$ cat config.mk
export PLATFORM = sky130hd
export DESIGN_NAME = channel_write_arbiter
export DESIGN_NICKNAME = d
export VERILOG_FILES = /design/src/rtl/channel_write_arbiter.sv
export SDC_FILE = /design/constraint.sdc
export NUM_CORES = 1
export LEC_CHECK = 0
export ABC_AREA = 0
export CORE_MARGIN = 1
export CORE_UTILIZATION = 30
export CTS_CLUSTER_SIZE = 30
export DETAILED_ROUTE_END_ITERATION = 6
export PLACE_DENSITY = 0.88
export SLEW_MARGIN = 10
export SYNTH_ARGS = -nofsm -noshare
export SYNTH_HDL_FRONTEND = slang
export SYNTH_SLANG_ARGS = --single-unit
$ cat constraint.sdc
create_clock -name clk -period 3.31 [get_ports clk]
set_input_delay 0.993 -clock clk [delete_from_list [all_inputs] [get_ports clk]]
set_output_delay 0.993 -clock clk [all_outputs]
set_load 0.01 [all_outputs]
$ cat src/rtl/channel_write_arbiter.sv
// channel_write_arbiter: round-robin arbiter sharing one channel write port between NUM_REQ producers
// Ports:
//   clk, rst          clock, synchronous active-high reset
//   p_valid/p_last    per-producer word valid / end-of-burst marker
//   p_data            packed producer words, producer i at [i*WIDTH +: WIDTH]
//   p_ready           per-producer accept strobe
//   ch_in_data        channel write data
//   ch_write_valid    channel write strobe
//   ch_read_valid     read side is owned by the consumer, held 0
//   ch_rst            channel reset, follows rst combinationally
//   ch_write_ready    channel can accept a word
//   busy              a grant is active
//   grant_id          current owner in XFER, last owner in IDLE
module channel_write_arbiter #(
  parameter int WIDTH   = 32,
  parameter int NUM_REQ = 4,
  parameter int BURST   = 4,
  localparam int ID_W   = $clog2(NUM_REQ),
  localparam int CNT_W  = $clog2(BURST + 1)
) (
  input  logic                     clk,
  input  logic                     rst,
  input  logic [NUM_REQ-1:0]       p_valid,
  input  logic [NUM_REQ-1:0]       p_last,
  input  logic [NUM_REQ*WIDTH-1:0] p_data,
  output logic [NUM_REQ-1:0]       p_ready,
  output logic [WIDTH-1:0]         ch_in_data,
  output logic                     ch_write_valid,
  output logic                     ch_read_valid,
  output logic                     ch_rst,
  input  logic                     ch_write_ready,
  output logic                     busy,
  output logic [ID_W-1:0]          grant_id
);
  localparam logic [0:0] S_IDLE = 1'b0;
  localparam logic [0:0] S_XFER = 1'b1;
  logic [0:0]       r_state;
  logic [ID_W-1:0]  r_owner;
  logic [ID_W-1:0]  r_last_owner;
  logic [CNT_W-1:0] r_cnt;
  logic [WIDTH-1:0] w_words [NUM_REQ];
  logic [ID_W-1:0]  w_next;
  logic [ID_W-1:0]  w_idx;
  logic             w_found;
  logic             w_xfer_st;
  logic             w_xfer;
  logic             w_release;
  genvar g;
  generate
    for (g = 0; g < NUM_REQ; g++) begin : g_unpack
      assign w_words[g] = p_data[g*WIDTH +: WIDTH];
    end
  endgenerate
  // first requester after the previous owner, wrapping modulo NUM_REQ
  always_comb begin
    w_next  = '0;
    w_idx   = '0;
    w_found = 1'b0;
    for (int k = 1; k <= NUM_REQ; k++) begin
      w_idx = ID_W'((int'(r_last_owner) + k) % NUM_REQ);
      if (!w_found && p_valid[w_idx]) begin
        w_found = 1'b1;
        w_next  = w_idx;
      end
    end
  end
  assign w_xfer_st      = (r_state == S_XFER) && !rst;
  assign w_xfer         = w_xfer_st && p_valid[r_owner] && ch_write_ready;
  assign w_release      = !p_valid[r_owner] || (w_xfer && (p_last[r_owner] || r_cnt == CNT_W'(BURST - 1)));
  assign ch_write_valid = w_xfer;
  assign p_ready        = w_xfer ? (NUM_REQ'(1) << r_owner) : '0;
  assign ch_in_data     = w_xfer_st ? w_words[r_owner] : '0;
  assign busy           = w_xfer_st;
  assign grant_id       = rst ? '0 : r_owner;
  assign ch_read_valid  = 1'b0;
  assign ch_rst         = rst;
  always_ff @(posedge clk) begin
    if (rst) begin
      r_state      <= S_IDLE;
      r_owner      <= '0;
      r_last_owner <= ID_W'(NUM_REQ - 1);
      r_cnt        <= '0;
    end else if (r_state == S_IDLE) begin
      if (|p_valid) begin
        r_owner <= w_next;
        r_cnt   <= '0;
        r_state <= S_XFER;
      end
    end else if (w_release) begin
      r_last_owner <= r_owner;
      r_state      <= S_IDLE;
    end else if (w_xfer) begin
      r_cnt <= r_cnt + 1'b1;
    end
  end
endmodule
==> results of run 1 <==
[sequential cells by signal (all words and copies together) (netlist names)]
| signal | cells |
|---|---|
| r_owner | 2 |
| r_cnt | 3 |
| r_last_owner | 2 |
| r_state | 1 |
[timing repair]
action / 4_1_cts / 5_1_grt
gates resized for setup: 65 / 30
pin swaps: 1 / 2
endpoints found under the setup margin: 38 / 27
hold buffers: 0 / 0
hold endpoints to repair: 0 / 0
buffers inserted: 1 / 0
[Yosys cell counts, types with 2 or more instances]
cell | instances | area, µm²
mux4_2 | 33 | 743
and2_1 | 32 | 200
nor2_1 | 9 | 33.8
clkbuf_1 | 8 | 30.0
dfxtp_1 | 8 | 160
inv_1 | 6 | 22.5
mux2i_1 | 6 | 60.1
nand2_1 | 6 | 22.5
buf_4 | 4 | 30.0
nor2b_1 | 4 | 25.0
buf_2 | 3 | 15.0
nand3_1 | 3 | 15.0
a21oi_1 | 2 | 10.0
ha_1 | 2 | 25.0
nand2b_1 | 2 | 12.5
o41ai_2 | 2 | 32.5
[final timing paths]
check / slack, ps / to / cells past startpoint
max reg2reg: 1000 / r_last_owner[0]$_SDFFE_PP1P_ / 5
min: 490 / r_cnt[1]$_SDFFE_PP0P_ / 2
max: 20 / ch_in_data[22] / 4
min reg2reg: 490 / r_cnt[1]$_SDFFE_PP0P_ / 2
[final cells by class]
cell class | instances | area share
Inverter | 6 | 0.00639
Sequential cell | 8 | 0.0462
Clock buffer | 3 | 0.0117
Multi-Input combinational cell | 119 | 0.379
Tap cell | 70 | 0.0249
Timing Repair Buffer | 193 | 0.532
[per-stage QoR]
stage               instance area [µm²]  instances  utilization  TNS [ps]
floorplan                          1590        150            -         0
global placement                   3500        395        0.686     -8480
detailed placement                 3500        395        0.686     -9450
CTS                                3520        399        0.690     -10.4
global route                       3520        399        0.690         0
finish                             3520        399        0.690         0
[cells in the final DEF (no fill, tap or decap), drive strengths merged]
cell type	Yosys	routed
a2bb2oi	1	1
buf	9	18
nor3	1	1
nand3	3	3
a311oi	1	1
nor2b	4	4
o22a	1	1
clkdlybuf4s50	0	137
a21oi	2	2
a22o	1	1
nor4b	1	1
clkbuf	8	9
dfxtp	8	8
or2	1	1
and3	2	2
conb	1	1
and2	33	33
a21o	1	1
nor2	9	9
mux2i	6	6
nand2b	2	2
inv	6	6
dlygate4sd2	0	9
a31oi	1	1
o41ai	2	2
ha	2	2
nor4	1	1
mux4	33	33
o21ai	1	1
nor3b	1	1
clkdlybuf4s15	0	22
a211o	1	1
nand4b	1	1
nand2	6	6
dlymetal6s2s	0	1
[power by group]
part | internal (W) | switching [W] | total, W
Clock | 0.0000793 | 0.0000443 | 0.000124
Sequential | 0.000106 | 0.0000349 | 0.000141
Combinational | 0.000347 | 0.000148 | 0.000495
Total | 0.000532 | 0.000228 | 0.000760
[metal layers]
layer	part of all wire	wire, µm	global-route usage
met3	0.084	601	0.0509
met5	0	0	0
met2	0.53	3770	0.449
met1	0.34	2430	0.237
met4	0.051	367	0.130
[kinds of logic (layout without fill, tap and decap cells)]
kind of cell | Yosys count | in the layout | synth area share
adders and majority gates | 2 | 2 | 0.0158
buffers and inverters | 23 | 202 | 0.0709
other | 1 | 1 | 0.00236
AOI/OAI and AO/OA | 12 | 12 | 0.0662
and+or+nand+nor | 65 | 65 | 0.238
DFF | 8 | 8 | 0.101
muxes | 39 | 39 | 0.506
[worst register-to-register path: stages (launching register included)]
cell and delay, ps:
dfxtp_2 870, buf_4 320, mux2i_1 210, a22o_1 230, a2bb2oi_1 380, mux2i_1 220
==> results.yml, run 1 <==
global_route:
  overflow: 0
  grt_pass1_wl_mm: 9.83
  grt_pass1_vias: 2032
  grt_max_degree: 35
  grtUsageTotal: 0.236
  grt_antenna_before_repair: 0
worst_setup_path:
  slowest_stage: "mux4_2"
  path_cells: "clkdlybuf4s50_1, mux4_2, and2_1, dlygate4sd2_1"
  arrival_ps: 2300
  cp-start-kind: "input pin"
  cp-end-kind: "output port"
  crit_start: "p_data[118]"
  timing.rr.start: "r_owner[1]$_SDFFE_PP0P_"
  critPathKind: "in2out"
  slowest_delay_ps: 450
  cp_num_buf_inv: 2
  critPathTopFamily: "buffers and inverters"
  required_ps: 2320
  crit_fanout: 1
clocking:
  cts_max_level: 1
  clk_latency_ps: 230
  clkTransAtPathRegs_ps: 40
  cts_root_buf: "clkbuf_8"
  cts_sinks: 8
  cts_inserted_buffers: 3
  clk_path_buf_depth: 2
  tritoncts: "yes"
die:
  die_x_um: 74.8
  ios: 181
  dieArea_um2: 5590
  start_util: 0.311
  die_height_um: 74.8
  row_count: 26
  coreArea_um2: 5110
timing:
  worstMarginPinSlew_ps: 835
  period_minus_slack_ps: 3290
  grt_setup_unrepaired: "no"
  fin_ws_ps: 19.5
  report.final.slew_viol_count: 0
  relSlewSlack: 0.444
  fmax_ghz: 0.304
  hold_viol_final: 0
  fin_skew_ps: 1.31
  setup_viol_count_final: 0
  layout_worst_path_cycle_share: 0.994
  whs_ps: 487
power:
  powerDensity_nw_per_um2: 216
  finalPower_w: 0.000760
  p_leak_nw: 1.38
  peakVddDrop_mv: 0.280
worst_hold_path:
  hold_path_class: "reg2reg"
  hold_start: "r_cnt[1]$_SDFFE_PP0P_"
logic_synthesis:
  synth_async_sr_flop_share: 0
  yosysSeqAreaShare: 0.101
  synth_flop_cell: "dfxtp_1"
  synth_fp_nets: 291
  syn_avg_cell_area_um2: 10.6
  synth_edf_count: 0
  synth_cells: 150
  synth_area_um2: 1590
  yosys_warnings: 0
  yosysUniqueCellTypes: 36
  ys_ff_latch: 8
finish:
  multiInputGateArea_um2: 1330
  layout-drive-gt1-share: 0.213
  diodes: 0
  fillers: 400
  area_growth_pct: 122
  seq_area_um2: 163
  nets: 472
place:
  portBuffers: 179
  dp_slack_ps: -325
  gp_congestion: 0.909
  dp_hpwl_mm: 6.02
run:
  drv_cap: 0
run_status:
  status: "completed"
detailed_routing:
  drt-initial-drc-count: 63
  wl_per_cell_um: 18.0
  first_pass_iters: 4
  route.vias.total: 2041
  drc_errors: 0
  wirelength_mm: 7.17
  viasPerCell: 5.12
  ant_nets: 0
Power figures use the tool's default switching activity.
==> inputs of run 2 (changes only) <==
- CORE_AREA: default -> 2 2 71 73
- CORE_MARGIN: 1 -> default
- CORE_UTILIZATION: 30 -> default
- DIE_AREA: default -> 0 0 73 75
- DONT_BUFFER_PORTS: default -> 1
- PLACE_DENSITY: 0.88 -> 0.48
- SETUP_SLACK_MARGIN: default -> 0.3
- SKIP_LAST_GASP: default -> 1
==> results.yml, run 2 (synthesis results as in run 1) <==
finish:
  layout-drive-gt1-share: 0.338
  area_growth_pct: 2.92
  reg_top3: "r_cnt x3, r_last_owner x2, r_owner x2"
  fillers: 462
  nets: 282
  largest_reg_flops: 3
  diodes: 0
  final_cell_mix: "mux4_2 (33), and2_1 (32), nor2_1 (9)"
  layout_commonest_cell: "mux4_2"
  regMostFlops: "r_cnt"
timing:
  relSlewSlack: 0.375
  hold_viol_final: 0
  layout_worst_path_cycle_share: 0.858
  fmax_ghz: 0.352
  worstMarginPinSlew_ps: 937
  period_minus_slack_ps: 2840
  report.final.slew_viol_count: 0
  fin_skew_ps: 0.885
  fin_tns_setup_ps: 0
  grt_setup_unrepaired: "no"
  whs_ps: 482
  setup_viol_count_final: 0
place:
  gp_congestion: 0.789
  dp_hpwl_mm: 4.63
  portBuffers: 0
global_route:
  grt_antenna_before_repair: 0
  grt_max_degree: 43
  grt_pass1_wl_mm: 7.02
  grt_pass1_vias: 1315
  grt_busiest_layer: "met2"
  met1_usage: 0.219
  grt_use_met2: 0.292
  grtUsageTotal: 0.172
  overflow: 0
  met3_usage: 0.0321
clocking:
  clk_path_buf_depth: 2
  cts_hold_buf: 0
  clkTransAtPathRegs_ps: 40
  post_cts_buffers: 0
  cts_max_level: 1
  cts_inserted_buffers: 3
  cts_resized: 0
  tritoncts: "yes"
  cts_root_buf: "clkbuf_8"
  clk_latency_ps: 220
  cts_sinks: 8
die:
  die_x_um: 73
  dieArea_um2: 5480
  start_util: 0.341
  row_count: 25
  coreArea_um2: 4660
  die_height_um: 75
  ios: 181
run_status:
  status: "completed"
worst_setup_path:
  required_ps: 2320
  cp-start-kind: "flop"
  critPathKind: "reg2out"
  timing.rr.start: "r_owner[1]$_SDFFE_PP0P_"
  critPathTopFamily: "flip-flops"
  slowest_delay_ps: 940
  slowest_stage: "dfxtp_2"
  reg2regPathDepth: 4
  rrSetupSlack_ps: 1180
  path_cells: "mux4_2, and3_4"
  arrival_ps: 1850
  cp-end-kind: "output port"
  crit_start: "r_owner[1]$_SDFFE_PP0P_"
  cp_num_buf_inv: 0
  crit_fanout: 42
  reg2reg_to: "r_last_owner[1]$_SDFFE_PP1P_"
worst_hold_path:
  hold-path-cell-count: 2
  hold_path_class: "reg2reg"
  hold_start: "r_cnt[2]$_SDFFE_PP0P_"
  hold_end: "r_cnt[2]$_SDFFE_PP0P_"
detailed_routing:
  route.vias.total: 1270
  wl_per_cell_um: 27.5
  drt-initial-drc-count: 58
  ant_nets: 0
  first_pass_iters: 4
  viasPerCell: 6.58
  drc_errors: 0
  wirelength_mm: 5.31
power:
  peakVddDrop_mv: 0.183
  powerDensity_nw_per_um2: 313
  p_leak_nw: 0.549
run:
  drv_cap: 0
run 2: worst max-delay path by stage:
stage                      to  cells after the start
2_1_floorplan      p_ready[0]                      4
3_3_place_gp       p_ready[0]                      3
3_5_place_dp       p_ready[0]                      3
4_1_cts        ch_write_valid                      2
5_1_grt        ch_write_valid                      2
6_report       ch_write_valid                      2
run 2: where the power goes:
group	switching [W]	internal, W
Combinational	0.000106	0.000154
Clock	0.0000357	0.0000786
Sequential	0.0000298	0.000107
run 2: metal layers:
layer  part of all wire  vias up
li1                   -      548
met2               0.53       90
met3              0.082       12
met5                  0        -
met4              0.021        0
met1               0.37      620
run 2: final cells by class:
type | count | area [µm²] | area share
repair buffers | 3 | 22.5 | 0.0138
inverters | 6 | 22.5 | 0.0138
flip-flops and latches | 8 | 163 | 0.0995
well taps | 54 | 67.6 | 0.0413
multi-input cells | 119 | 1320 | 0.806
clock buffers | 3 | 41.3 | 0.0253
run 2: worst register-to-register path, delay by kind of cell, from the launching register on:
family	cells	cell delay, ps
AOI/OAI and AO/OA	2	600
muxes	2	520
DFF	1	940
run 2: per-stage QoR:
stage / worst slack [ps] / total power, W / cell area [µm²] / util / instances
detailed placement: 528 / 0.000402 / 1590 / 0.342 / 190
floorplan: 427 / 0.000374 / 1590 / - / 150
global placement: 564 / 0.000395 / 1590 / 0.342 / 190
finish: 471 / 0.000511 / 1630 / 0.351 / 193
global route: 393 / 0.000548 / 1630 / 0.351 / 193
CTS: 489 / 0.000520 / 1630 / 0.351 / 193
